<file path="src/rtl/alu_seq.sv">
// rtl/alu_seq.sv - execute-stage ALU with valid/ready handshake, iterative multiply and divide
module alu_seq #(
    parameter int BIT_WIDTH = 32,
    parameter int TAG_WIDTH = 5
) (
    input  logic                 clk,
    input  logic                 reset,
    input  logic                 flush,
    input  logic                 in_valid,
    output logic                 in_ready,
    input  logic [4:0]           alu_fn,
    input  logic [BIT_WIDTH-1:0] in1,
    input  logic [BIT_WIDTH-1:0] in2,
    input  logic [TAG_WIDTH-1:0] in_tag,
    output logic                 out_valid,
    input  logic                 out_ready,
    output logic [BIT_WIDTH-1:0] out,
    output logic [TAG_WIDTH-1:0] out_tag,
    output logic                 div_zero,
    output logic                 busy
);
    localparam int SHW = $clog2(BIT_WIDTH);
    localparam logic [SHW-1:0] LAST_CNT = SHW'(BIT_WIDTH - 2);

    localparam logic [4:0] FN_ADD  = 5'h00, FN_SUB  = 5'h01, FN_AND  = 5'h02, FN_OR   = 5'h03;
    localparam logic [4:0] FN_XOR  = 5'h04, FN_NOR  = 5'h05, FN_NAND = 5'h06, FN_XNOR = 5'h07;
    localparam logic [4:0] FN_EQ   = 5'h08, FN_NE   = 5'h09, FN_LT   = 5'h0A, FN_LE   = 5'h0B;
    localparam logic [4:0] FN_GT   = 5'h0C, FN_GE   = 5'h0D, FN_T    = 5'h0E, FN_F    = 5'h0F;
    localparam logic [4:0] FN_SLL  = 5'h10, FN_SRL  = 5'h11, FN_SRA  = 5'h12, FN_MUL  = 5'h13;
    localparam logic [4:0] FN_MULH = 5'h14, FN_DIV  = 5'h15, FN_REM  = 5'h16;

    typedef enum logic [1:0] {S_IDLE, S_MUL, S_DIV, S_DONE} state_t;

    state_t                state_q, state_d;
    logic [SHW-1:0]        cnt_q, cnt_d;
    logic [BIT_WIDTH-1:0]  acc_q, acc_d, lo_q, lo_d, opnd_q, opnd_d;
    logic                  hi_sel_q, hi_sel_d;
    logic [BIT_WIDTH-1:0]  out_q, out_d;
    logic [TAG_WIDTH-1:0]  out_tag_q, out_tag_d;
    logic                  div_zero_q, div_zero_d;

    logic                  accept, is_mul_fn, is_div_fn;
    logic [SHW-1:0]        shamt;
    logic [BIT_WIDTH-1:0]  alu_res;
    logic [BIT_WIDTH-1:0]  s_acc, s_lo, s_opnd;
    logic [BIT_WIDTH:0]    mul_sum, div_shift, div_diff;
    logic [BIT_WIDTH-1:0]  mul_acc, mul_lo, div_acc, div_lo;
    logic                  div_ge;

    assign in_ready  = !reset && !flush && (state_q == S_IDLE || (state_q == S_DONE && out_ready));
    assign accept    = in_valid && in_ready;
    assign is_mul_fn = (alu_fn == FN_MUL) || (alu_fn == FN_MULH);
    assign is_div_fn = (alu_fn == FN_DIV) || (alu_fn == FN_REM);
    assign shamt     = in2[SHW-1:0];

    always_comb begin
        alu_res = '0;
        case (alu_fn)
            FN_ADD:  alu_res = in1 + in2;
            FN_SUB:  alu_res = in1 - in2;
            FN_AND:  alu_res = in1 & in2;
            FN_OR:   alu_res = in1 | in2;
            FN_XOR:  alu_res = in1 ^ in2;
            FN_NOR:  alu_res = ~(in1 | in2);
            FN_NAND: alu_res = ~(in1 & in2);
            FN_XNOR: alu_res = ~(in1 ^ in2);
            FN_EQ:   alu_res = BIT_WIDTH'(in1 == in2);
            FN_NE:   alu_res = BIT_WIDTH'(in1 != in2);
            FN_LT:   alu_res = BIT_WIDTH'(in1 < in2);
            FN_LE:   alu_res = BIT_WIDTH'(in1 <= in2);
            FN_GT:   alu_res = BIT_WIDTH'(in1 > in2);
            FN_GE:   alu_res = BIT_WIDTH'(in1 >= in2);
            FN_T:    alu_res = BIT_WIDTH'(1);
            FN_F:    alu_res = '0;
            FN_SLL:  alu_res = in1 << shamt;
            FN_SRL:  alu_res = in1 >> shamt;
            FN_SRA:  alu_res = $signed(in1) >>> shamt;
            default: alu_res = '0;
        endcase
    end

    // The accept edge performs the first iteration straight from the operand inputs,
    // so an iterative op finishes BIT_WIDTH edges after it is accepted.
    always_comb begin
        s_acc  = accept ? '0 : acc_q;
        s_lo   = accept ? (is_div_fn ? in1 : in2) : lo_q;
        s_opnd = accept ? (is_div_fn ? in2 : in1) : opnd_q;

        mul_sum = {1'b0, s_acc} + (s_lo[0] ? {1'b0, s_opnd} : '0);
        mul_acc = mul_sum[BIT_WIDTH:1];
        mul_lo  = {mul_sum[0], s_lo[BIT_WIDTH-1:1]};

        // Partial remainder stays below the divisor, so the borrow bit alone decides the step.
        div_shift = {s_acc, s_lo[BIT_WIDTH-1]};
        div_diff  = div_shift - {1'b0, s_opnd};
        div_ge    = !div_diff[BIT_WIDTH];
        div_acc   = div_ge ? div_diff[BIT_WIDTH-1:0] : div_shift[BIT_WIDTH-1:0];
        div_lo    = {s_lo[BIT_WIDTH-2:0], div_ge};
    end

    always_comb begin
        state_d    = state_q;
        cnt_d      = cnt_q;
        acc_d      = acc_q;
        lo_d       = lo_q;
        opnd_d     = opnd_q;
        hi_sel_d   = hi_sel_q;
        out_d      = out_q;
        out_tag_d  = out_tag_q;
        div_zero_d = div_zero_q;
        if (flush) begin
            state_d = S_IDLE;
            cnt_d   = '0;
        end else if (accept) begin
            out_tag_d  = in_tag;
            div_zero_d = 1'b0;
            cnt_d      = '0;
            hi_sel_d   = (alu_fn == FN_MULH) || (alu_fn == FN_REM);
            if (is_mul_fn) begin
                acc_d   = mul_acc;
                lo_d    = mul_lo;
                opnd_d  = in1;
                state_d = S_MUL;
            end else if (is_div_fn && in2 == '0) begin
                out_d      = (alu_fn == FN_DIV) ? '1 : in1;
                div_zero_d = 1'b1;
                state_d    = S_DONE;
            end else if (is_div_fn) begin
                acc_d   = div_acc;
                lo_d    = div_lo;
                opnd_d  = in2;
                state_d = S_DIV;
            end else begin
                out_d   = alu_res;
                state_d = S_DONE;
            end
        end else begin
            case (state_q)
                S_MUL, S_DIV: begin
                    acc_d = (state_q == S_MUL) ? mul_acc : div_acc;
                    lo_d  = (state_q == S_MUL) ? mul_lo : div_lo;
                    cnt_d = cnt_q + SHW'(1);
                    if (cnt_q == LAST_CNT) begin
                        out_d   = hi_sel_q ? acc_d : lo_d;
                        state_d = S_DONE;
                    end
                end
                S_DONE: if (out_ready) state_d = S_IDLE;
                default: ;
            endcase
        end
    end

    always_ff @(posedge clk or posedge reset) begin
        if (reset) begin
            state_q    <= S_IDLE;
            cnt_q      <= '0;
            acc_q      <= '0;
            lo_q       <= '0;
            opnd_q     <= '0;
            hi_sel_q   <= 1'b0;
            out_q      <= '0;
            out_tag_q  <= '0;
            div_zero_q <= 1'b0;
        end else begin
            state_q    <= state_d;
            cnt_q      <= cnt_d;
            acc_q      <= acc_d;
            lo_q       <= lo_d;
            opnd_q     <= opnd_d;
            hi_sel_q   <= hi_sel_d;
            out_q      <= out_d;
            out_tag_q  <= out_tag_d;
            div_zero_q <= div_zero_d;
        end
    end

    assign out_valid = (state_q == S_DONE);
    assign busy      = (state_q == S_MUL) || (state_q == S_DIV);
    assign out       = out_q;
    assign out_tag   = out_tag_q;
    assign div_zero  = div_zero_q;
endmodule

</file>
<file path="config.mk">
export PLATFORM = sky130hd
export DESIGN_NAME = alu_seq
export DESIGN_NICKNAME = d
export VERILOG_FILES = /design/src/rtl/alu_seq.sv
export SDC_FILE = /design/constraint.sdc
export NUM_CORES = 1
export LEC_CHECK = 0
export ABC_CLOCK_PERIOD_IN_PS = 12600
export CAP_MARGIN = 20
export CORE_UTILIZATION = 45
export CTS_CLUSTER_DIAMETER = 150
export DETAILED_ROUTE_END_ITERATION = 7
export PLACE_DENSITY = 0.67
export REMOVE_ABC_BUFFERS = 1
export SYNTH_ARGS = -nofsm -noshare
export SYNTH_HDL_FRONTEND = slang
export SYNTH_SLANG_ARGS = --single-unit
</file>
<file path="constraint.sdc">
create_clock -name clk -period 12.6 [get_ports clk]
set_input_delay 2.52 -clock clk [delete_from_list [all_inputs] [get_ports clk]]
set_output_delay 2.52 -clock clk [all_outputs]
set_load 0.02 [all_outputs]
</file>
==> results of run 1 <==
[area by class of cell]
class / count / area, um^2 / area share
timing repair buffer: 206 / 1830 / 0.0728
antenna: 4 / 10.0 / 0.000398
clock inverter: 13 / 118 / 0.00468
tap: 672 / 841 / 0.0335
inverter: 130 / 493 / 0.0196
sequential: 142 / 3550 / 0.141
multi-input combinational: 2786 / 17900 / 0.711
clock buffer: 18 / 429 / 0.0171
[state kept, by name (all words and copies together) (netlist names)]
name      flops
out          32
state_q       2
opnd_q       32
out_tag       5
acc_q        32
hi_sel_q      1
cnt_q         5
div_zero      1
lo_q         32
[kinds of logic (layout without fill, tap and decap cells)]
kind of cell | count (synthesis) | in the layout | share of synthesized area
compound gates | 1249 | 1249 | 0.343
xor+xnor | 102 | 102 | 0.0401
fa+ha+maj | 163 | 163 | 0.0895
buf+inv | 429 | 367 | 0.0710
flops | 142 | 142 | 0.155
mux | 166 | 166 | 0.0862
other cells | 0 | 4 | 0
simple gates | 1106 | 1106 | 0.215
[worst max path at each step]
stage	start	endpoint	slack, ns
2_1_floorplan	alu_fn[0]	acc_q[30]$_DFFE_PP0P_	-1.45
3_3_place_gp	flush	out[12]$_DFFE_PP0P_	3.51
3_5_place_dp	flush	out[12]$_DFFE_PP0P_	3.28
4_1_cts	flush	out[12]$_DFFE_PP0P_	3.74
5_1_grt	flush	out[12]$_DFFE_PP0P_	3.20
6_report	flush	out[12]$_DFFE_PP0P_	3.49
[cell usage in the layout, fill, tap and decap left out, types with 38 or more instances in the layout]
cell,n
buf_4,86
dfrtp_1,142
a21o_1,78
nor3_1,55
nand2_1,408
nor2_1,359
a21oi_1,413
a211oi_1,62
ha_1,160
xor2_1,60
mux2i_1,106
o211ai_1,40
xnor2_1,40
inv_1,124
nand3_1,65
mux2_2,38
and2_1,39
clkdlybuf4s50_1,112
o21ai_0,272
a31oi_1,58
[worst reg2reg max path: cells and delay by family (launching register included)]
family                     cells  cell delay [ns]
AOI/OAI and AO/OA              9             2.58
DFF                            1             0.44
adders and majority gates      2             0.77
and+or+nand+nor                2             0.90
muxes                          2             0.83
buffers and inverters          3             1.41
[per-stage QoR]
| step | hold WS (ns) | cells | area, um^2 |
|---|---|---|---|
| 6_report | 0.470 | 3971 | 25100 |
| 2_1_floorplan | 0.441 | 3058 | 21800 |
| 3_5_place_dp | 0.461 | 3934 | 24500 |
| 5_1_grt | 0.492 | 3968 | 25100 |
| 4_1_cts | 0.477 | 3965 | 25100 |
| 3_3_place_gp | 0.459 | 3933 | 24500 |
[metal layers]
layer  wire (um)  vias up  share of wire
li1            -    12100              -
met1       46300    13100           0.41
met2       48100     1846           0.42
met3       13000      337           0.11
met4        6640        0          0.058
met5           0        -              0
[power by group through the flow]
stage | Clock, uW | Sequential [uW] | Combinational (uW)
floorplan | 0 | 757 | 2030
global route | 523 | 802 | 3360
detailed placement | 0 | 787 | 3020
finish | 503 | 792 | 3130
global placement | 0 | 783 | 3000
CTS | 506 | 781 | 3030
==> qor.yml, run 1 <==
status: "finished, final reports clean"
cts_root_buf: "clkbuf_16"
place_ws_ns: 3.28
clock-sinks: 142
fin_skew_ns: 0.0135
p_int_uw: 2020
die_h_um: 228
crit_slowest_cell: "clkdlybuf4s50_1"
drt_iter0_drc: 3737
clk_latency_ns: 0.45
final_util: 0.500
post_drt_wl_per_cell_um: 28.7
ant_nets: 0
overflow: 0
netlist_instances: 3357
synth.avg_cell_area_um2: 6.83
p_total_uw: 4420
via_count: 27400
yosysTopAreaCell: "dfrtp_1"
final_hold_viol_count: 0
r2r_start: "state_q[0]$_DFFE_PP0P_"
grt_use_met3: 0.103
drc_errors: 0
wl_mm: 114
drive_gt1_frac: 0.0716
first_pass_iters: 6
required_ns: 12.94
r2r_slack_ns: 5.58
p_sw_frac: 0.543
ys_warn_count: 0
crit_chain: "clkdlybuf4s50_1, nor3b_4, nand2_4, buf_4, buf_4, a21oi_1, a21oi_1, ha_1, a21o_1, a21o_1, a21oi_1, o21ai_0, o31ai_4, a21oi_2, or2_1, buf_4, mux2_4, mux4_2, a21o_1"
fin_nets: 3525
grt_first_pass_wirelength_mm: 167
holdPathStages: 2
core_um2: 50300
ys_top_cells_by_area: "dfrtp_1 (15%), a21oi_1 (9.0%), ha_1 (8.8%), nand2_1 (6.7%), o21ai_0 (6.0%)"
tns_ns: 0
synth_top_cell_area_share: 0.155
yosysMostFrequentCell: "a21oi_1"
cts_buffers: 17
avgViaCountPerCell: 6.91
powerDensity_nw_per_um2: 176
ys_seq_area_frac: 0.155
h-tree-depth: 4
maxCapViolations: 0
crit_family: "compound AO/OA/AOI/OAI gates"
grt.met2_usage: 0.633
syn-cell-area_um2: 22900
synth-async-reset-ratio: 1.00
power_leakage_uw: 0.0106
area_growth_pct: 9.54
ioPinCount: 120
hold_buffers: 0
synth-edff-count: 0
hold_path_end: "out_tag[4]$_DFFE_PP0P_"
path_clk_slew_ns: 0.07
ys_top_cells_by_count: "a21oi_1 (414), nand2_1 (409), nor2_1 (362)"
timing.fmax_mhz: 110
vdd.ir_drop.worst_v: 0.000128
path_max_fanout: 52
p_comb_frac: 0.707
synth_ff_type: "dfrtp_1"
tritoncts: "built"
max_stage_delay_ns: 0.75
num_rows: 82
critPathBufInv: 4
die_w_um: 228
worst_slack_ns: 3.49
r2r_cells: 18
cp-start-kind: "input port"
end_kind: "flop"
grt_max_degree: 94
gp_congestion: 1.06
grt_use_met1: 0.565
initial_core_util: 0.456
hold_class: "reg2reg"
postCtsSetupRepairBufs: 0
p_sw_uw: 2400
dpl.hpwl_mm: 86.3
worstMarginPinSlew_ns: 1.12
max_slew_margin: 0.244
power_frac_clock: 0.114
cp.depth: 19
rsz0062_at_grt: "no"
finalMaxSlewViolations: 0
arrival_ns: 9.45
fin_crit_sh: 0.723
path_class: "in2reg"
ctsResizeCount: 0
top_usage_layer: "met2"
period_needed_ns: 9.11
p_seq_frac: 0.179
numPortBuffers: 119
grt_pass1_vias: 25500
rr_endpoint: "out[12]$_DFFE_PP0P_"
synth-seq-cells: 142
clk_path_buf_depth: 2
fillers: 5144
fp.dieArea_um2: 51900
ys_types: 95
setup_violations: 0
min_from: "out_tag[4]$_DFFE_PP0P_"
grt_usage: 0.424
antenna_found_initial: 2
Power figures use the tool's default switching activity.
==> run 2: changes to the inputs <==
--- a/config.mk
+++ b/config.mk
@@ -5,7 +5,7 @@
 export SDC_FILE = /design/constraint.sdc
 export NUM_CORES = 1
 export LEC_CHECK = 0
-export ABC_CLOCK_PERIOD_IN_PS = 12600
+export ABC_CLOCK_PERIOD_IN_PS = 9400
 export CAP_MARGIN = 20
 export CORE_UTILIZATION = 45
 export CTS_CLUSTER_DIAMETER = 150
==> constraint.sdc (replaced) <==
create_clock -name clk -period 9.4 [get_ports clk]
set_input_delay 1.88 -clock clk [delete_from_list [all_inputs] [get_ports clk]]
set_output_delay 1.88 -clock clk [all_outputs]
set_load 0.02 [all_outputs]
==> qor.yml, run 2 (synthesis results as in run 1) <==
grt_pass1_vias: 25200  # -0.99%
hold_buffers: 0  # unchanged
fin_nets: 3535  # +0.28%
vdd.ir_drop.worst_v: 0.000230  # +80%
seq_area_um2: 3550  # unchanged
grt_max_degree: 81  # -14%
drive_gt1_frac: 0.0741  # +0.00251
final_util: 0.501  # +0.00137
post_drt_wl_per_cell_um: 28.7  # about the same
clock-sinks: 142  # unchanged
rsz0062_at_grt: "no"
period_needed_ns: 7.91
first_pass_iters: 6  # unchanged
cts_buffers: 17  # unchanged
grt_usage: 0.427  # +0.00287
grt_first_pass_wirelength_mm: 168  # +0.38%
overflow: 0  # unchanged
timing.fmax_mhz: 126
ctsResizeCount: 0  # unchanged
path_class: "in2reg"
gp_congestion: 1.07  # +1.0%
drt_iter0_drc: 4237  # +13%
fin_skew_ns: 0.0117  # -0.00189 ns
path_clk_slew_ns: 0.07  # about the same
ant_nets: 0  # unchanged
max_slew_margin: 0.159  # -0.0846
via_count: 27500  # +0.24%
clk_path_buf_depth: 2  # unchanged
hold_slack_ns: 0.470  # -0.000161 ns
arrival_ns: 8.28  # -1.17 ns
multi_input_area_um2: 17900  # about the same
clk_latency_ns: 0.47  # +0.02 ns
drc_errors: 0  # unchanged
dpl.hpwl_mm: 86.5  # +0.20%
wl_mm: 114  # +0.14%
postCtsSetupRepairBufs: 0  # unchanged
area_growth_pct: 9.84
die_w_um: 228  # unchanged
final_common_cell: "a21oi_1"
fillers: 5194  # +0.97%
end_kind: "flop"
path_max_fanout: 66  # +27%
die_h_um: 228  # unchanged
grt_use_met1: 0.588  # +0.0230
antenna_found_initial: 1  # -1
setup_violations: 0  # unchanged
final_cell_mix: "a21oi_1 (413), nand2_1 (408), nor2_1 (359)"
fp.dieArea_um2: 51900  # unchanged
h-tree-depth: 4  # unchanged
required_ns: 9.77  # -3.17 ns
cp-start-kind: "input port"
grt_use_met3: 0.0959  # -0.00662
worstMarginPinSlew_ns: 1.26  # +0.137 ns
cts_root_buf: "clkbuf_16"
avgViaCountPerCell: 6.91  # about the same
status: "finished, final reports clean"
num_rows: 82  # unchanged
core_um2: 50300  # unchanged
top_usage_layer: "met2"
fin_crit_sh: 0.841
initial_core_util: 0.456  # unchanged
ioPinCount: 120  # unchanged
tns_ns: 0  # unchanged
hold_class: "reg2reg"
maxCapViolations: 0  # unchanged
tritoncts: "built"
final_hold_viol_count: 0  # unchanged
grt.met2_usage: 0.626  # -0.00696
numPortBuffers: 119  # unchanged
finalMaxSlewViolations: 0  # unchanged
power_leakage_uw: 0.0107  # +0.44%
powerDensity_nw_per_um2: 237  # +35%
antennaDiodeCount: 0  # -4
## run 2: cell count changes in the layout (fill, tap and decap cells not counted), sizes merged
cell,before,now
bufinv,1,2
clkbuf,18,19
clkinv,12,10
clkinvlp,2,3
buf,94,103
diode,4,0
## run 2: final cells by class
class	instances	share of cell area
multi-input cells	2786	0.709
flip-flops and latches	142	0.141
repair buffers	216	0.0749
well taps	672	0.0334
inverters	130	0.0196
clock buffers	18	0.0170
clock inverters	13	0.00561
## run 2: per-layer routing
| layer | part of all wire | wire [um] | vias up |
|---|---|---|---|
| met1 | 0.41 | 47100 | 13100 |
| met4 | 0.056 | 6360 | 0 |
| met3 | 0.12 | 13200 | 326 |
| met5 | 0 | 0 | - |
| li1 | - | - | 12100 |
| met2 | 0.42 | 47600 | 1940 |
## run 2: worst max-delay path, stage by stage
cell             delay, ns
clkdlybuf4s50_1       0.73
nor3b_4               0.64
nand2_4               0.54
buf_4                 0.46
a21oi_1               0.18
a21oi_1               0.11
ha_1                  0.47
a21oi_1               0.14
a21oi_1               0.19
a31oi_1               0.15
o21a_1                0.24
and2_1                0.19
a21oi_2               0.81
or2_1                 0.23
buf_4                 0.29
mux2_4                0.34
mux4_2                0.46
a21o_1                0.18
## run 2: worst paths after layout
| path | from | end | slack (ns) | cells after the start |
|---|---|---|---|---|
| worst min-delay path | acc_q[26]$_DFFE_PP0P_ | acc_q[26]$_DFFE_PP0P_ | 0.47 | 1 |
| worst max-delay path | flush | out[12]$_DFFE_PP0P_ | 1.49 | 18 |
| max in group asynchronous | reset | acc_q[27]$_DFFE_PP0P_ | 5.82 | 3 |
| worst min register to register | acc_q[26]$_DFFE_PP0P_ | acc_q[26]$_DFFE_PP0P_ | 0.47 | 1 |
| worst max register to register | state_q[0]$_DFFE_PP0P_ | out[12]$_DFFE_PP0P_ | 3.08 | 18 |
| min in group asynchronous | reset | out[3]$_DFFE_PP0P_ | 2.12 | 2 |
## run 2: report_power, final
group | internal (uW) | switching, uW
combinational | 1540 | 2660
sequential | 828 | 236
clock | 390 | 324
## run 2: through the flow
step	power [uW]	std cells	setup WS (ns)	area [um^2]
after global routing	6320	3977	1.11	25200
final	5980	3977	1.49	25200
after detailed placement	5090	3943	1.17	24600
after floorplan	3730	3058	-4.01	21800
after CTS	5820	3974	1.63	25200
after global placement	5080	3942	1.31	24600
